**src/rtl/reset_sequencer_if.sv**
```systemverilog
// rtl/reset_sequencer_if.sv - request/acknowledge and status bundle between the sequencer and its reset domains
interface reset_sequencer_if #(
    parameter int NDOMAINS = 4
);
    logic                swreq;
    logic [NDOMAINS-1:0] domack;
    logic [NDOMAINS-1:0] resets;
    logic                busy;
    logic                ready;
    logic                timeout;

    modport master (
        input  swreq, domack,
        output resets, busy, ready, timeout
    );

    modport slave (
        output swreq, domack,
        input  resets, busy, ready, timeout
    );
endinterface

```
**src/rtl/reset_sequencer.sv**
```systemverilog
// rtl/reset_sequencer.sv - releases NDOMAINS domain resets in order, each gated by the previous domain's ack
// Optional ack-wait timeout with ERROR state when RSTSEQ_TIMEOUT_EN is defined.
module reset_sequencer #(
    parameter int NDOMAINS = 4,
    parameter int HOLD     = 16,
    parameter int GAP      = 4,
    parameter int TIMEOUT  = 256
) (
    input  logic              clock,
    input  logic              sreset,
    reset_sequencer_if.master rs
);
    localparam int MAXHG = (HOLD > GAP) ? HOLD : GAP;
    localparam int MAXC  = (MAXHG > TIMEOUT) ? MAXHG : TIMEOUT;
    localparam int CW    = $clog2(MAXC + 1);
    localparam int SW    = (NDOMAINS > 1) ? $clog2(NDOMAINS) : 1;

    typedef enum logic [2:0] {
        ST_ASSERT,
        ST_RELEASE,
        ST_WAITACK,
        ST_DONE,
        ST_ERROR
    } state_t;

    state_t              state, state_d;
    logic [CW-1:0]       cnt, cnt_d, cnt_inc;
    logic [SW-1:0]       stage, stage_d;
    logic [NDOMAINS-1:0] resets_d;
    logic                busy_d, ready_d, timeout_d;

    // Saturating increment: the counter parks at its terminal value instead of wrapping.
    assign cnt_inc = (cnt == CW'(MAXC)) ? cnt : cnt + 1'b1;

    always_ff @(posedge clock) begin
        if (sreset) begin
            state      <= ST_ASSERT;
            cnt        <= '0;
            stage      <= '0;
            rs.resets  <= '1;
            rs.busy    <= 1'b1;
            rs.ready   <= 1'b0;
            rs.timeout <= 1'b0;
        end else begin
            state      <= state_d;
            cnt        <= cnt_d;
            stage      <= stage_d;
            rs.resets  <= resets_d;
            rs.busy    <= busy_d;
            rs.ready   <= ready_d;
            rs.timeout <= timeout_d;
        end
    end

    always_comb begin
        state_d = state;
        cnt_d   = cnt;
        stage_d = stage;
        if (rs.swreq) begin
            state_d = ST_ASSERT;
            cnt_d   = '0;
            stage_d = '0;
        end else begin
            case (state)
                ST_ASSERT: begin
                    if (cnt == CW'(HOLD - 1)) begin
                        state_d = ST_RELEASE;
                        cnt_d   = '0;
                        stage_d = '0;
                    end else begin
                        cnt_d = cnt_inc;
                    end
                end
                ST_RELEASE: begin
                    if (cnt == CW'(GAP - 1)) begin
                        state_d = ST_WAITACK;
                        cnt_d   = '0;
                    end else begin
                        cnt_d = cnt_inc;
                    end
                end
                ST_WAITACK: begin
                    // The ack wins over an expiring timeout on the same edge.
                    if (rs.domack[stage]) begin
                        cnt_d = '0;
                        if (stage == SW'(NDOMAINS - 1)) begin
                            state_d = ST_DONE;
                        end else begin
                            state_d = ST_RELEASE;
                            stage_d = stage + 1'b1;
                        end
                    end
`ifdef RSTSEQ_TIMEOUT_EN
                    else if (cnt == CW'(TIMEOUT - 1)) begin
                        state_d = ST_ERROR;
                    end else begin
                        cnt_d = cnt_inc;
                    end
`endif
                end
                default: ;
            endcase
        end
    end

    // Outputs are decoded from the next state so the registered values line up with the transition edge.
    always_comb begin
        resets_d  = '1;
        busy_d    = 1'b0;
        ready_d   = 1'b0;
        timeout_d = 1'b0;
        case (state_d)
            ST_ASSERT: busy_d = 1'b1;
            ST_RELEASE, ST_WAITACK: begin
                busy_d = 1'b1;
                for (int i = 0; i < NDOMAINS; i++) begin
                    resets_d[i] = (i > int'(stage_d));
                end
            end
            ST_DONE: begin
                resets_d = '0;
                ready_d  = 1'b1;
            end
            ST_ERROR: begin
`ifdef RSTSEQ_TIMEOUT_EN
                timeout_d = 1'b1;
`endif
            end
            default: ;
        endcase
    end
endmodule
```
**src/flat_wrapper.sv**
```systemverilog
// flat-port wrapper written by rule: the top's interface ports become plain ports
module reset_sequencer_flat 
#(
    parameter int NDOMAINS = 4,
    parameter int HOLD     = 16,
    parameter int GAP      = 4,
    parameter int TIMEOUT  = 256
)
  (clock, sreset, rs_swreq, rs_domack, rs_resets, rs_busy, rs_ready, rs_timeout);
  reset_sequencer_if #(.NDOMAINS(NDOMAINS)) rs_i ();
  input  logic clock;
  input  logic sreset;
  input wire logic [$bits(rs_i.swreq)-1:0] rs_swreq;
  input wire logic [$bits(rs_i.domack)-1:0] rs_domack;
  output wire logic [$bits(rs_i.resets)-1:0] rs_resets;
  output wire logic [$bits(rs_i.busy)-1:0] rs_busy;
  output wire logic [$bits(rs_i.ready)-1:0] rs_ready;
  output wire logic [$bits(rs_i.timeout)-1:0] rs_timeout;
  assign rs_i.swreq = rs_swreq;
  assign rs_i.domack = rs_domack;
  assign rs_resets = rs_i.resets;
  assign rs_busy = rs_i.busy;
  assign rs_ready = rs_i.ready;
  assign rs_timeout = rs_i.timeout;
  reset_sequencer #(.NDOMAINS(NDOMAINS), .HOLD(HOLD), .GAP(GAP), .TIMEOUT(TIMEOUT)) u_core (.clock(clock), .sreset(sreset), .rs(rs_i));
endmodule
```
**config.mk**
```make
export PLATFORM = sky130hd
export DESIGN_NAME = reset_sequencer_flat
export DESIGN_NICKNAME = d
export VERILOG_FILES = /design/src/rtl/reset_sequencer_if.sv /design/src/rtl/reset_sequencer.sv /design/src/flat_wrapper.sv
export SDC_FILE = /design/constraint.sdc
export NUM_CORES = 1
export LEC_CHECK = 0
export CAP_MARGIN = 20
export CORE_MARGIN = 5
export CORE_UTILIZATION = 53
export DETAILED_ROUTE_END_ITERATION = 10
export PLACE_DENSITY_LB_ADDON = 0.12
export SYNTH_ARGS = -nofsm -noshare
export SYNTH_HDL_FRONTEND = slang
export SYNTH_SLANG_ARGS = --single-unit
```
**constraint.sdc**
```tcl
create_clock -name clock -period 2.05 [get_ports clock]
set_clock_uncertainty 0.2 [all_clocks]
set_input_delay 0.41 -clock clock [delete_from_list [all_inputs] [get_ports clock]]
set_output_delay 0.41 -clock clock [all_outputs]
set_load 0.01 [all_outputs]
```
**Yosys cells after proc, flatten, opt, wreduce, memory -nomap -nowiden**

Cells that the tools add are included.

- Bits in registers: 20
- Memories: 0
- Bits in read-only memories: 0
- Bits in writable memories: 0
- Logic and storage cells: 50
- Input bits: 7
- Bits in latches: 0

- $mul: 0
- Equality and inequality tests: 10
- Mux-type cells: 21
- Add/subtract/negate cells: 2
- Shifts and indexed selects: 0
- Reductions and logical operators: 7
- Divide/modulo/power cells: 0
- Bitwise gates (word level): 0
- Order comparisons: 4

Operator list:

| operator | number |
|---|---|
| $mux W9 | 4 |
| $pmux W9 S3 | 1 |
| $mux W3 | 4 |
| $mux W2 | 5 |
| $add A9 B1 Y9 const B | 1 |
| $eq A3 B2 Y1 const B | 3 |
| $eq A9 B2 Y1 const B | 1 |
| $eq A9 B4 Y1 const B | 1 |
| $eq A9 B9 Y1 const B | 1 |
| $pmux W3 S3 | 1 |
| $pmux W4 S2 | 1 |
| $eq A3 B1 Y1 const B | 2 |
| $logic_not A3 Y1 | 2 |
| $gt A2 B2 Y1 const A | 2 |
| $pmux W2 S2 | 1 |
| $reduce_or A2 Y1 | 2 |
| $lt A2 B3 Y1 const B | 1 |
| $mux W1 | 3 |
| $reduce_bool A3 Y1 | 1 |
| $reduce_or A3 Y1 | 1 |
| $add A2 B1 Y2 const B | 1 |
| $bmux W1 S2 | 1 |
| $eq A2 B2 Y1 const B | 1 |
| $gt A1 B2 Y1 const A | 1 |
| 2 further kinds | 2 |

**Longest topological paths before layout**

- Word-level depth: 8
- Gate-level depth with buffers: 7
- Gate-level depth less buffers: 6

**Worst setup path before layout**

Ideal clock, no wire load.

- Kind: register to register
- Start: register u_core.cnt[0]
- End: register u_core.cnt[8]
- Library setup time: 0.144 ns
- Stages on the path, launching flop included: 7
- Path slack: 0.176 ns
- Required time: 1.706 ns
- Path buffers: 0
- Arrival: 1.530 ns
- Period minus slack after synthesis: 1.874 ns
- Path through: dfxtp_1 > ha_1 > nor2b_1 > nand2_2 > o32a_4 > o21ai_4 > a311oi_1

- Cells in the longest elaborated chain, start to end: 4

RTL lines:

| what | line | text |
|---|---|---|
| start, declared | reset_sequencer.sv:27 | `logic [CW-1:0] cnt, cnt_d, cnt_inc;` |
| start signal, assigned | reset_sequencer.sv:46 | `cnt <= cnt_d;` |
| $add A9 B1 Y9 or $eq A9 B9 Y1 (tied branches) | reset_sequencer.sv:33 | `assign cnt_inc = (cnt == CW'(MAXC)) ? cnt : cnt + 1'b1;` |
| $mux W9 | reset_sequencer.sv:33 |  |
| $mux W9 (on tied branches) | reset_sequencer.sv:75, reset_sequencer.sv:66 |  |
| $pmux W9 S3 * | reset_sequencer.sv:64 | `case (state)` |

Every way passes the cells marked *; elsewhere a longest branch is shown, timed or not.
A chain may end at the register's enable or synchronous reset.

**Final worst setup path**

- Start: register u_core.cnt[1]
- End: register u_core.cnt[8]

The elaborated chain is that of the path after synthesis.

==> results.py <==
metrics = {
    "clocking": {
        "cts.path.max_buffers": 2,
        "post_cts_buffers": 0,
        "clkSinkCount": 20,
        "worstSkewPairLatency_ns": 0.31,
        "cts_tree": "built",
        "h-tree-depth": 1,
        "root_buffer": "clkbuf_4",
        "numCtsBuffers": 3,
        "clkTransAtPathRegs_ns": 0.11,
    },
    "floorplan": {
        "core-area_um2": 1980,
        "die_w_um": 55.7,
        "io_pins": 14,
        "floorplan.rows": 16,
        "start_util_pct": 55.8,
        "die_h_um": 55.7,
        "dieArea_um2": 3100,
    },
    "power": {
        "swShare_pct": 20.0,
        "power_frac_comb_pct": 6.2,
        "p_total_w": 0.000769,
        "clockPowerShare_pct": 42.8,
        "p_int_w": 0.000615,
        "p_seq_share_pct": 51.0,
        "ir_drop_mv": 0.533,
        "leakagePower_nw": 0.488,
        "powerDensity_nw_per_um2": 568,
        "power_switching_w": 0.000154,
    },
    "critical_path": {
        "worstPathRequired_ns": 2.02,
        "cp.arrival_ns": 1.97,
        "cp_num_buf_inv": 0,
        "cp_max_fo": 6,
        "crit_path_start": "u_core.cnt[1]$_SDFFE_PP0P_",
        "worstSetupStartpointType": "flip-flop",
        "critPathMaxStageDelay_ns": 0.44,
        "endpoint_kind": "flip-flop",
        "critPathKind": "flip-flop to flip-flop",
        "critical-path-top-delay-family": "compound AO/OA/AOI/OAI gates",
        "rr_startpoint": "u_core.cnt[1]$_SDFFE_PP0P_",
        "cp_slowest_cell": "o32a_4",
        "crit_cells": 6,
        "ff2ff_path_depth": 6,
        "path_cells": "ha_1 > nor2b_1 > nand2_2 > o32a_4 > o21ai_4 > a311oi_1",
    },
    "cells_and_area": {
        "fin_area_um2": 1350,
        "area_delta_synth_final_pct": 22.3,
        "final_cell_mix": "nand2_1 (19), dfxtp_1 (19), nor2_1 (16)",
        "finalNetCount": 157,
        "drive_gt1_share_pct": 19.0,
        "final_core_util_pct": 68.2,
        "n_antenna_cell": 0,
    },
    "synth": {
        "synth_seq_cells": 20,
        "synthCells": 128,
        "synth_compound_area_share_pct": 17.8,
        "avgSynthCellArea_um2": 8.64,
        "ys_seq_area_share_pct": 36.2,
        "synth_fa_ha_area_share_pct": 2.26,
        "synth_edf_count": 0,
        "synthSimpleGateAreaFrac_pct": 29.0,
        "synth_top_flop_cell": "dfxtp_1",
        "synthesis.area_um2": 1110,
        "synth_top_family_by_area": "simple AND/OR/NAND/NOR gates",
        "yosysUniqueCellTypes": 47,
        "yosys_warnings": 0,
        "synthArstFlopShare_pct": 0,
        "synth_xor_area_share_pct": 3.17,
        "muxShareOfSynthArea_pct": 5.32,
        "syn-num-nets": 137,
    },
    "grt": {
        "antenna_found_initial": 0,
        "overflow": 0,
        "grt_max_degree": 13,
        "grt_pass1_vias": 971,
        "grt_usage_pct": 16.2,
        "grt_pass1_wl_um": 4200,
    },
    "worst_hold_path": {
        "hp-class": "flip-flop to flip-flop",
        "holdPathStages": 1,
        "hold_path.startpoint": "u_core.cnt[8]$_SDFFE_PP0P_",
    },
    "sta": {
        "max_freq_mhz": 502,
        "tightest_slew_ns": 0.503,
        "rsz0062_at_grt": "yes",
        "relSlewSlack_pct": 66.0,
        "min_period_ns": 1.99,
        "hold_violations": 0,
        "final_max_slew_viol_count": 0,
        "period_share_pct": 97.2,
        "setup_violations": 0,
    },
    "route": {
        "drtAntennaViolNets": 0,
        "detail_route.iter0.violations": 9,
        "wl_per_cell_um": 13.6,
        "drt_first_pass_iters": 4,
        "routed_wl_um": 2370,
        "vias": 984,
        "via_per_inst": 5.66,
        "route.detailed.drc": 0,
    },
    "placed_design": {
        "place_area_um2": 1290,
        "place_congestion": 0.742,
        "port_buffers": 12,
        "hpwl_um": 1860,
    },
    "status": {
        "status": "finished, final reports clean",
    },
    "job": {
        "drv_cap": 0,
    },
}
[synth_stat cells, drive strengths merged, types with 2 or more instances]
library cell  count  share of area (%)
nor3b             2                1.8
o21ai             2                1.9
nor3              9                4.5
a21oi             5                2.3
a41oi             2                1.6
dfxtp            20                 36
inv               5                1.7
ha                2                2.3
nor4              2                3.1
clkbuf            2               0.68
or2               2                1.1
nand2            20                7.0
xnor2             4                3.2
mux2              2                2.4
buf               5                3.6
nand3             6                2.7
a31oi             2                1.1
nor2             16                5.4
[power groups by stage]
stage,Clock (W),Sequential [W],Combinational [W]
floorplan,0,0.000401,0.0000211
global route,0.000346,0.000393,0.0000519
global placement,0,0.000401,0.0000453
detailed placement,0,0.000401,0.0000465
finish,0.000329,0.000392,0.0000473
CTS,0.000333,0.000392,0.0000468
[worst reg2reg max path, stage by stage, from the launching register on]
cell      delay [ns]
dfxtp_1         0.39
ha_1            0.18
nor2b_1         0.26
nand2_2         0.11
o32a_4          0.44
o21ai_4         0.22
a311oi_1        0.06
[what timing repair did]
action | CTS | global route
gates resized for setup | 0 | 2
hold buffers | 0 | 0
endpoints found under the setup margin | 0 | 9
[final cells by class]
class / count / area, µm²
Inverter: 5 / 18.8
Fill cell: 172 / 629
Clock buffer: 3 / 22.5
Multi-Input combinational cell: 96 / 651
Clock inverter: 1 / 30.0
Timing Repair Buffer: 22 / 195
Sequential cell: 20 / 402
Tap cell: 27 / 33.8
[metal layers]
layer  up-vias  global-route usage, %  wire (µm)
met4         0                   5.21         24
met5         -                      0          0
met1       473                   18.0       1010
met3         2                   3.02         90
li1        495                      -          -
met2        14                   30.6       1240
[path summary, 6_finish.rpt]
kind / endpoint / slack, ns
max reg2reg: u_core.cnt[8]$_SDFFE_PP0P_ / 0.06
max: u_core.cnt[8]$_SDFFE_PP0P_ / 0.06
min: u_core.cnt[8]$_SDFFE_PP0P_ / 0.33
min reg2reg: u_core.cnt[8]$_SDFFE_PP0P_ / 0.33
[state kept, by name, indices dropped and copies added (netlist names)]
name	cells
u_core.rs.resets	4
u_core.state	3
u_core.rs.busy	1
u_core.stage	2
u_core.cnt	9
u_core.rs.ready	1
[per-stage QoR]
stage          setup slack, ns  instances  setup TNS [ns]  hold WS [ns]
5_1_grt               -0.00491        174        -0.00543         0.356
2_1_floorplan            0.176        128               0         0.269
6_report                0.0581        174               0         0.328
3_3_place_gp            -0.225        170           -1.90         0.303
4_1_cts                 0.0399        174               0         0.333
3_5_place_dp            -0.237        170           -2.07         0.316
[logic make-up (layout without fill, tap and decap cells)]
kind of cell    after synthesis  after routing
simple gates                 62             62
compound gates               23             23
flops                        20             20
buf+inv                      12             31
xor+xnor                      4              4
mux                           4              4
fa+ha+maj                     2              2
other cells                   1              1
Power figures use the tool's default switching activity.
